## config.mk

```make
export PLATFORM = sky130hd
export DESIGN_NAME = seg7_scan_display
export DESIGN_NICKNAME = d
export VERILOG_FILES = /design/src/rtl/seg7_scan_display.sv
export SDC_FILE = /design/constraint.sdc
export NUM_CORES = 1
export LEC_CHECK = 0
export BUFFER_PORTS_ARGS = -buffer_cell sky130_fd_sc_hd__buf_4
export CAP_MARGIN = 20
export CORE_ASPECT_RATIO = 1.1
export CORE_MARGIN = 2
export CORE_UTILIZATION = 35
export CTS_CLUSTER_DIAMETER = 50
export DETAILED_ROUTE_END_ITERATION = 7
export PLACE_DENSITY = 0.64
export SLEW_MARGIN = 5
export SYNTH_ARGS = -nofsm -noshare
export SYNTH_HDL_FRONTEND = slang
export SYNTH_SLANG_ARGS = --single-unit
```

## constraint.sdc

```tcl
create_clock -name clk -period 3.47 [get_ports clk]
set_input_delay 0 -clock clk [delete_from_list [all_inputs] [get_ports clk]]
set_output_delay 0 -clock clk [all_outputs]
set_load 0.05 [all_outputs]
```

## src/rtl/seg7_scan_display.sv

```systemverilog
// Purpose: four-digit common-anode 7-seg driver with sequential binary-to-BCD conversion.
// Latency: 16-cycle conversion to bcd, +1 cycle to seg; each digit slot lasts SCAN_DIV cycles.
// Backpressure: none; value is sampled once per conversion and ignored in between.
module seg7_scan_display #(
    parameter int SCAN_DIV = 100000
) (
    input  logic        clk,
    input  logic        rst,
    input  logic [31:0] value,
    input  logic [2:0]  mode,
    output logic [6:0]  seg,
    output logic        dp,
    output logic [3:0]  an,
    output logic        busy,
    output logic [15:0] bcd
);

    localparam int PW = $clog2(SCAN_DIV);

    typedef enum logic [1:0] {
        S_LOAD   = 2'd0,
        S_SHIFT  = 2'd1,
        S_COMMIT = 2'd2
    } state_t;

    state_t         state;
    state_t         state_nxt;
    logic [3:0]     shift_cnt;
    logic [13:0]    sreg;
    logic [15:0]    acc;
    logic [15:0]    acc_adj;
    logic           ovf_work;
    logic           ovf_disp;
    logic [3:0]     blank;
    logic [3:0]     blank_nxt;
    logic [PW-1:0]  presc;
    logic [1:0]     idx;
    logic [3:0]     digit;
    logic [6:0]     glyph;
    logic [6:0]     seg_nxt;
    logic           dp_nxt;

    always_ff @(posedge clk) begin
        if (rst) state <= S_LOAD;
        else     state <= state_nxt;
    end

    always_comb begin
        state_nxt = state;
        case (state)
            S_LOAD:   state_nxt = S_SHIFT;
            S_SHIFT:  if (shift_cnt == 4'd13) state_nxt = S_COMMIT;
            S_COMMIT: state_nxt = S_LOAD;
            default:  state_nxt = S_LOAD;
        endcase
    end

    assign busy = (state != S_COMMIT);

    // Double-dabble correction: bump every nibble >= 5 before the shift.
    always_comb begin
        acc_adj = acc;
        for (int i = 0; i < 4; i++) begin
            if (acc[4*i +: 4] >= 4'd5) acc_adj[4*i +: 4] = acc[4*i +: 4] + 4'd3;
        end
    end

    always_comb begin
        blank_nxt    = 4'b0000;
        blank_nxt[3] = (acc[15:12] == 4'd0);
        blank_nxt[2] = blank_nxt[3] && (acc[11:8] == 4'd0);
        blank_nxt[1] = blank_nxt[2] && (acc[7:4] == 4'd0);
    end

    always_ff @(posedge clk) begin
        if (rst) begin
            shift_cnt <= 4'd0;
            sreg      <= 14'd0;
            acc       <= 16'd0;
            ovf_work  <= 1'b0;
            bcd       <= 16'd0;
            ovf_disp  <= 1'b0;
            blank     <= 4'b1110;
        end else begin
            case (state)
                S_LOAD: begin
                    sreg      <= value[13:0];
                    acc       <= 16'd0;
                    ovf_work  <= (value > 32'd9999);
                    shift_cnt <= 4'd0;
                end
                S_SHIFT: begin
                    {acc, sreg} <= {acc_adj[14:0], sreg, 1'b0};
                    shift_cnt   <= shift_cnt + 4'd1;
                end
                S_COMMIT: begin
                    bcd      <= acc;
                    ovf_disp <= ovf_work;
                    blank    <= blank_nxt;
                end
                default: ;
            endcase
        end
    end

    always_ff @(posedge clk) begin
        if (rst) begin
            presc <= '0;
            idx   <= 2'd0;
        end else if (presc == PW'(SCAN_DIV - 1)) begin
            presc <= '0;
            idx   <= idx + 2'd1;
        end else begin
            presc <= presc + 1'b1;
        end
    end

    assign digit = bcd[{idx, 2'b00} +: 4];

    always_comb begin
        glyph = 7'b1111111;
        case (digit)
            4'd0: glyph = 7'b1000000;
            4'd1: glyph = 7'b1111001;
            4'd2: glyph = 7'b0100100;
            4'd3: glyph = 7'b0110000;
            4'd4: glyph = 7'b0011001;
            4'd5: glyph = 7'b0010010;
            4'd6: glyph = 7'b0000010;
            4'd7: glyph = 7'b1111000;
            4'd8: glyph = 7'b0000000;
            4'd9: glyph = 7'b0010000;
            default: glyph = 7'b1111111;
        endcase
    end

    always_comb begin
        seg_nxt = glyph;
        if (ovf_disp)        seg_nxt = 7'b0111111;
        else if (blank[idx]) seg_nxt = 7'b1111111;
        dp_nxt = !(((idx == 2'd0) && (mode == 3'b001)) ||
                   ((idx == 2'd1) && (mode == 3'b010)) ||
                   ((idx == 2'd2) && (mode == 3'b100)));
    end

    always_ff @(posedge clk) begin
        if (rst) begin
            seg <= 7'b1111111;
            dp  <= 1'b1;
            an  <= 4'b1111;
        end else begin
            seg <= seg_nxt;
            dp  <= dp_nxt;
            an  <= ~(4'b0001 << idx);
        end
    end

endmodule

```

==> results.md, run 1 <==
- Outcome: finished, final reports clean
- Met1 demand-to-capacity share in global routing: 0.186
- Die height: 118 um
- Clock power frac: 0.425
- Total global-route track usage: 0.139
- Worst path required time: 3.47 ns
- TritonRoute pass-1 iters: 4
- Proportion of layout cells with a drive suffix above 1: 0.168
- Count of filler cells inserted in the layout: 1140
- Max Clock Freq: 466 MHz
- Type of destination of the critical path: output port
- Crit Reg-Reg Startpoint: idx[0]$_SDFFE_PP0N_
- Critical path origin: state[0]$_SDFFE_PP0P_
- Cell type of the slowest stage on the worst timing path: sky130_fd_sc_hd__dfxtp_1
- Total of cells resized after clock tree synthesis: 0
- CP endpoint: busy
- Accumulated negative setup slack: 0 ns
- Logic pwr share: 0.064
- Fin nets: 603
- Total global routing overflow: 0
- Number of buffers added for setup after CTS: 0
- Die extent in x: 107 um
- Final setup violation count: 0
- Via count normalized by instance count: 4.84
- Cell with the most instances on the worst path: sky130_fd_sc_hd__buf_4
- Drt drc: 0
- Area of the die: 12700 um^2
- Pin slew with the least headroom to its limit: 0.992 ns
- Total clock buffers created by CTS: 9
- Setup WS pre-CTS: 1.40 ns
- Final clock period utilization by the worst path: 0.619
- Detailed placement HPWL: 6090 um
- Count of nets left with antenna violations after detail routing: 0
- Final hold violations: 0
- Switching Power: 0.469 mW
- Initial core utilization: 0.359
- Hold Crit Class: in2reg
- CTS root buf: sky130_fd_sc_hd__clkbuf_16
- Setup slack after layout: 1.32 ns
- Register clock-pin slew on the reported worst setup and hold paths: 0.06 ns
- Gp weighted congestion: 0.799
- TritonCTS clock tree: done
- Via count of the first global-routing pass: 3198
- Yosys reg bits: 88
- Count of pins on the block boundary: 66
- Number of vias after detailed routing: 3385
- Max H-tree Level: 3
- Synth top area share: 0.427
- Clock sink count: 88
- Period minus WS final: 2.15 ns
- Maximum buffer depth of the clock tree: 2
- Maximum net fanout on the critical path: 22
- Summed instance area of the synthesized netlist: 4120 um^2
- Sequential area share after synthesis: 0.427
- Leakage power: 1.98 nW
- Commonest register cell after synthesis: sky130_fd_sc_hd__dfxtp_1
- Arrival time at the worst endpoint: 2.15 ns
- Total power per unit cell area: 409 nW/um^2
- # port buffers: 65
- Yosys warns: 0
- Number of synthesized flops with an enable pin: 0
- Row cnt: 41
- Max cap viols: 0
- GRT met3 Usage: 0.0321
- Rel. slew slack: 0.337
- WHS: 0.0227 ns
- Count of cell types in the netlist: 43
- Capture point of the worst reg-to-reg path: seg[6]$_SDFF_PP1_
- Async SR Flop Fraction: 0
- Worst ir drop on vdd: 0.000274 V
- Number of design-rule violations left by the first detailed-router iteration: 155
- Sequential Power Share: 0.511
- Global-route wire length before repair: 14600 um
- Delay contributed by the slowest stage of the critical path: 0.71 ns
- Average size of a mapped cell: 8.47 um^2
- Switching portion of total power: 0.229
- Final antenna diode count: 0
- Core ar.: 11500 um^2
- Worst reg-to-reg setup slack: 1.39 ns
- Internal power contribution: 1.58 mW
- Post-Route WL: 8580 um
- Syn nets: 546
- Layout overhead on the synthesized area: 21.2%
- Worst clock skew on the final layout: 0.00701 ns
- Most crowded layer after global routing: met2
- Largest net degree at the start of global routing: 68
- Initial antenna violation count: 0
- Hold-fix buffer count after cts: 3
- Instance count of the mapped netlist: 487
- Setup repair after global routing missed its margin: no
- Type of origin of the critical path: flip-flop
- Cell-by-cell trace of the critical path: nor2b_1, buf_4, inv_1, buf_4
- Max-slew violation count: 0
- Cell taking the most area after synthesis: sky130_fd_sc_hd__dfxtp_1
- Grt met2 use: 0.222
- Length in cells of the worst reg-to-reg path: 5
- Synth top area cells: sky130_fd_sc_hd__dfxtp_1 43%, sky130_fd_sc_hd__nor2_1 6.9%, sky130_fd_sc_hd__ha_1 6.7%, sky130_fd_sc_hd__a21oi_1 6.4%, sky130_fd_sc_hd__mux2i_1 5.1%
- Clock latency reported for the late side of the worst-skew pair: 0.33 ns
- Class of the most critical setup path: reg2out
- WL per Instance: 12.3 um
-- placed cells by master, fill, tap and decap left out, types with 3 or more instances in the layout --
cell and count:
sky130_fd_sc_hd__a21oi_1 53, sky130_fd_sc_hd__a22oi_1 8, sky130_fd_sc_hd__and2_1 3, sky130_fd_sc_hd__and3_1 4, sky130_fd_sc_hd__buf_4 68, sky130_fd_sc_hd__clkbuf_16 9, sky130_fd_sc_hd__dfxtp_1 88, sky130_fd_sc_hd__dlygate4sd3_1 3
sky130_fd_sc_hd__ha_1 22, sky130_fd_sc_hd__inv_1 18, sky130_fd_sc_hd__mux2i_1 21, sky130_fd_sc_hd__mux4_2 3, sky130_fd_sc_hd__nand2_1 53, sky130_fd_sc_hd__nand2b_1 11, sky130_fd_sc_hd__nand3_1 13, sky130_fd_sc_hd__nand3b_1 4
sky130_fd_sc_hd__nand4_1 3, sky130_fd_sc_hd__nor2_1 76, sky130_fd_sc_hd__nor2b_1 4, sky130_fd_sc_hd__nor3_1 9, sky130_fd_sc_hd__nor3b_1 5, sky130_fd_sc_hd__nor4_1 5, sky130_fd_sc_hd__o21ai_0 14, sky130_fd_sc_hd__o21ai_1 6
sky130_fd_sc_hd__xnor2_1 16, sky130_fd_sc_hd__xor2_1 5
-- worst min path at each step --
stage | from | endpoint | depth (start not counted)
floorplan | value[0] | sreg[0]$_SDFFE_PP0P_ | 2
global placement | value[0] | sreg[0]$_SDFFE_PP0P_ | 3
detailed placement | value[0] | sreg[0]$_SDFFE_PP0P_ | 3
CTS | value[13] | ovf_work$_SDFFE_PP0P_ | 3
global route | value[13] | ovf_work$_SDFFE_PP0P_ | 3
finish | value[2] | sreg[2]$_SDFFE_PP0P_ | 5
-- synthesized netlist by cell type (6+ instances only) --
master and instances:
sky130_fd_sc_hd__a21oi_1 53, sky130_fd_sc_hd__a22oi_1 8, sky130_fd_sc_hd__clkbuf_1 18, sky130_fd_sc_hd__dfxtp_1 88, sky130_fd_sc_hd__ha_1 22, sky130_fd_sc_hd__inv_1 18, sky130_fd_sc_hd__mux2i_1 21, sky130_fd_sc_hd__nand2_1 53
sky130_fd_sc_hd__nand2b_1 11, sky130_fd_sc_hd__nand3_1 13, sky130_fd_sc_hd__nor2_1 76, sky130_fd_sc_hd__nor3_1 9, sky130_fd_sc_hd__o21ai_0 14, sky130_fd_sc_hd__o21ai_1 6, sky130_fd_sc_hd__xnor2_1 16
-- per-layer routing --
layer / share of wire / vias up
met1: 0.48 / 1543
met2: 0.46 / 77
li1: - / 1756
met3: 0.040 / 9
met5: 0 / -
met4: 0.015 / 0
-- power groups by stage --
| stage | registers, mW | logic, mW | clock network (mW) |
|---|---|---|---|
| after floorplan | 1.08 | 0.0648 | 0 |
| after global placement | 1.07 | 0.127 | 0 |
| after detailed placement | 1.07 | 0.129 | 0 |
| after CTS | 1.04 | 0.132 | 0.892 |
| after global routing | 1.05 | 0.145 | 0.934 |
| final | 1.04 | 0.130 | 0.870 |
-- critical path, delay by kind of cell (launching register included) --
family	cells	cell delay, ns
buffers and inverters	3	1.00
DFF	1	0.71
and+or+nand+nor	1	0.10
-- layout make-up --
class / instances / area (um^2) / area share
Sequential cell: 88 / 1760 / 0.352
Multi-Input combinational cell: 355 / 2170 / 0.434
Timing Repair Buffer: 71 / 541 / 0.108
Tap cell: 150 / 188 / 0.0375
Clock buffer: 11 / 233 / 0.0465
Clock inverter: 5 / 33.8 / 0.00676
Inverter: 19 / 71.3 / 0.0143
-- state kept, by name (all words and copies together) (netlist names), 2 cells and up --
signal     count
blank          3
an             4
seg            7
acc           16
presc         17
state          2
bcd           16
sreg          14
shift_cnt      4
idx            2
-- stage by stage --
stage               std cells  cell area [um^2]   util  power (mW)
floorplan                 487              4120      -        1.14
global placement          680              4700  0.409        1.19
detailed placement        680              4700  0.409        1.20
CTS                       699              5000  0.435        2.07
global route              699              5000  0.435        2.13
finish                    699              5000  0.435        2.05
-- cells by family (layout without fill, tap and decap cells) --
kind of cell               Yosys count  in the layout  share of synthesized area
muxes                               26             26                     0.0728
and+or+nand+nor                    196            196                      0.220
DFF                                 88             88                      0.427
AOI/OAI and AO/OA                   90             90                      0.123
buffers and inverters               44            106                     0.0461
xor gates and xnor gates            21             21                     0.0446
adders and majority gates           22             22                     0.0667
Note: power is estimated with default switching activity, not from simulation.
==> run 2: changes to the inputs <==
- clock period: 3.47 -> 2 ns (I/O delays scaled with it)
==> results.md, run 2 (synthesis gave the netlist of run 1 again) <==
- Max Clock Freq: 551 MHz
- TritonCTS clock tree: done
- Most frequent standard cell in the layout excluding fill and tap cells: sky130_fd_sc_hd__dfxtp_1
- Number of flip-flops under the largest register name: 17
- Count of filler cells inserted in the layout: 1128
- Register clock-pin slew on the reported worst setup and hold paths: 0.07 ns
- Worst path required time: 2.23 ns
- Hold Crit Class: in2reg
- Layout overhead on the synthesized area: 22.8%
- Number of design-rule violations left by the first detailed-router iteration: 173
- Setup repair after global routing missed its margin: no
- Delay contributed by the slowest stage of the critical path: 0.63 ns
- Fin cells: 704
- Post-Route M1 WL: 3930 um
- Fin nets: 609
- Worst path top cell family by delay: multiplexers
- Worst hold stages: 5
- Initial core utilization: 0.359
- Post-Route WL: 8740 um
- Type of origin of the critical path: flip-flop
- Total clock buffers created by CTS: 9
- Row cnt: 41
- Final setup violation count: 0
- Hold path start: value[3]
- Total global routing overflow: 0
- Max cap viols: 0
- Clock latency reported for the late side of the worst-skew pair: 0.34 ns
- Initial antenna violation count: 0
- Area of the die: 12700 um^2
- Count of pins on the block boundary: 66
- Setup slack after layout: 0.184 ns
- Dpl cells: 685
- Worst ir drop on vdd: 0.000387 V
- Register name with the most flops: presc
- Type of destination of the critical path: flip-flop
- CP Buf/Inv Count: 1
- Most used cells in the layout excluding fill and tap cells: 88 x sky130_fd_sc_hd__dfxtp_1, 76 x sky130_fd_sc_hd__nor2_1, 72 x sky130_fd_sc_hd__buf_4
- Gp weighted congestion: 0.796
- Max-slew violation count: 0
- Capture point of the worst reg-to-reg path: seg[4]$_SDFF_PP1_
- TritonRoute pass-1 iters: 6
- Amount of wire on met2 after detailed routing: 4340 um
- Post-place instance area: 4750 um^2
- CTS root buf: sky130_fd_sc_hd__clkbuf_16
- Worst reg-to-reg setup slack: 0.18 ns
- Total power per unit cell area: 708 nW/um^2
- Final clock period utilization by the worst path: 0.908
- Via count normalized by instance count: 4.85
- Multi-input combinational cell area: 2170 um^2
- Maximum buffer depth of the clock tree: 2
- Number of vias after detailed routing: 3414
- Proportion of layout cells with a drive suffix above 1: 0.177
- WL per Instance: 12.4 um
- Finished layout cell area: 5060 um^2
- Largest registers: presc: 17 flops, acc: 16 flops, bcd: 16 flops
- Rel. slew slack: 0.350
- Accumulated negative setup slack: 0 ns
- Count of nets left with antenna violations after detail routing: 0
- Cell-by-cell trace of the critical path: buf_4, mux4_2, a21oi_1, o21ai_1, a211o_1
- Core ar.: 11500 um^2
- Number of buffers added for setup after CTS: 0
- Length in cells of the worst reg-to-reg path: 5
- Total of cells resized after clock tree synthesis: 0
- # port buffers: 65
- Outcome: finished, final reports clean
- Met3 wirelength from detailed routing: 375 um
- Die height: 118 um
- Total global-route track usage: 0.144
- Maximum net fanout on the critical path: 9
- Leakage power: 2.03 nW
- Via count of the first global-routing pass: 3289
- Period minus WS final: 1.82 ns
- Max H-tree Level: 3
- Critical path origin: idx[0]$_SDFFE_PP0N_
- Final hold violations: 0
- Hold-fix buffer count after cts: 4
- Die extent in x: 107 um
- Class of the most critical setup path: reg2reg
- Endpoint of the worst hold path: sreg[3]$_SDFFE_PP0P_
- Detailed placement HPWL: 6260 um
- Global-route wire length before repair: 15000 um
- Setup WS pre-CTS: 0.197 ns
- Drt drc: 0
- Arrival time at the worst endpoint: 2.05 ns
- Flip-flop and latch area: 1760 um^2
- Largest net degree at the start of global routing: 37
- Cell type of the slowest stage on the worst timing path: sky130_fd_sc_hd__mux4_2
- Final antenna diode count: 0
- Worst clock skew on the final layout: 0.00984 ns
- Clock sink count: 88
- Pin slew with the least headroom to its limit: 0.974 ns
- Top Metal Used: met4
- Crit Reg-Reg Startpoint: idx[0]$_SDFFE_PP0N_
run 2: cell types whose count changed in the layout (fill, tap and decap cells not counted), sizes merged:
cell | before | now
buf | 68 | 73
clkbuf | 11 | 9
clkinv | 3 | 2
clkinvlp | 2 | 1
dlygate4sd3 | 3 | 4
inv | 19 | 22
run 2: how the worst max path moves through the flow:
stage                          end  slack (ns)  depth (start not counted)
2_1_floorplan    seg[6]$_SDFF_PP1_        0.19                          6
3_5_place_dp     seg[4]$_SDFF_PP1_        0.20                          5
4_1_cts        presc[3]$_SDFF_PP0_        0.17                          7
6_report         seg[4]$_SDFF_PP1_        0.18                          5
3_3_place_gp     seg[4]$_SDFF_PP1_        0.20                          5
5_1_grt          seg[4]$_SDFF_PP1_        0.01                          5
run 2: final cells by class:
class | count | share of cell area
Multi-Input combinational cell | 355 | 0.429
Tap cell | 150 | 0.0371
Clock buffer | 9 | 0.0445
Inverter | 19 | 0.0141
Sequential cell | 88 | 0.348
Timing Repair Buffer | 77 | 0.119
Clock inverter | 6 | 0.00865
run 2: per-layer routing:
layer | vias up | track usage
li1 | 1766 | -
met1 | 1568 | 0.184
met2 | 74 | 0.238
met3 | 6 | 0.0343
met4 | 0 | 0.0441
met5 | - | 0
run 2: through the flow:
step,hold slack (ns),power [mW],util
6_report,0.0251,3.58,0.441
5_1_grt,0.0412,3.72,0.441
4_1_cts,0.00961,3.63,0.441
3_5_place_dp,0.275,2.08,0.414
3_3_place_gp,0.239,2.08,0.414
2_1_floorplan,0.144,1.98,-
run 2: power breakdown:
part | total, mW | internal (mW) | switching, mW | leakage [nW]
Clock | 1.54 | 0.843 | 0.693 | 0.132
Sequential | 1.81 | 1.79 | 0.0186 | 0.716
Combinational | 0.240 | 0.112 | 0.128 | 1.18
run 2: tightest hold or removal path, cell delays in order:
cell and delay, ns:
sky130_fd_sc_hd__buf_4 0.08, sky130_fd_sc_hd__mux2i_1 0.05, sky130_fd_sc_hd__nor2_1 0.08, sky130_fd_sc_hd__a21oi_1 0.04
sky130_fd_sc_hd__nor2_1 0.07
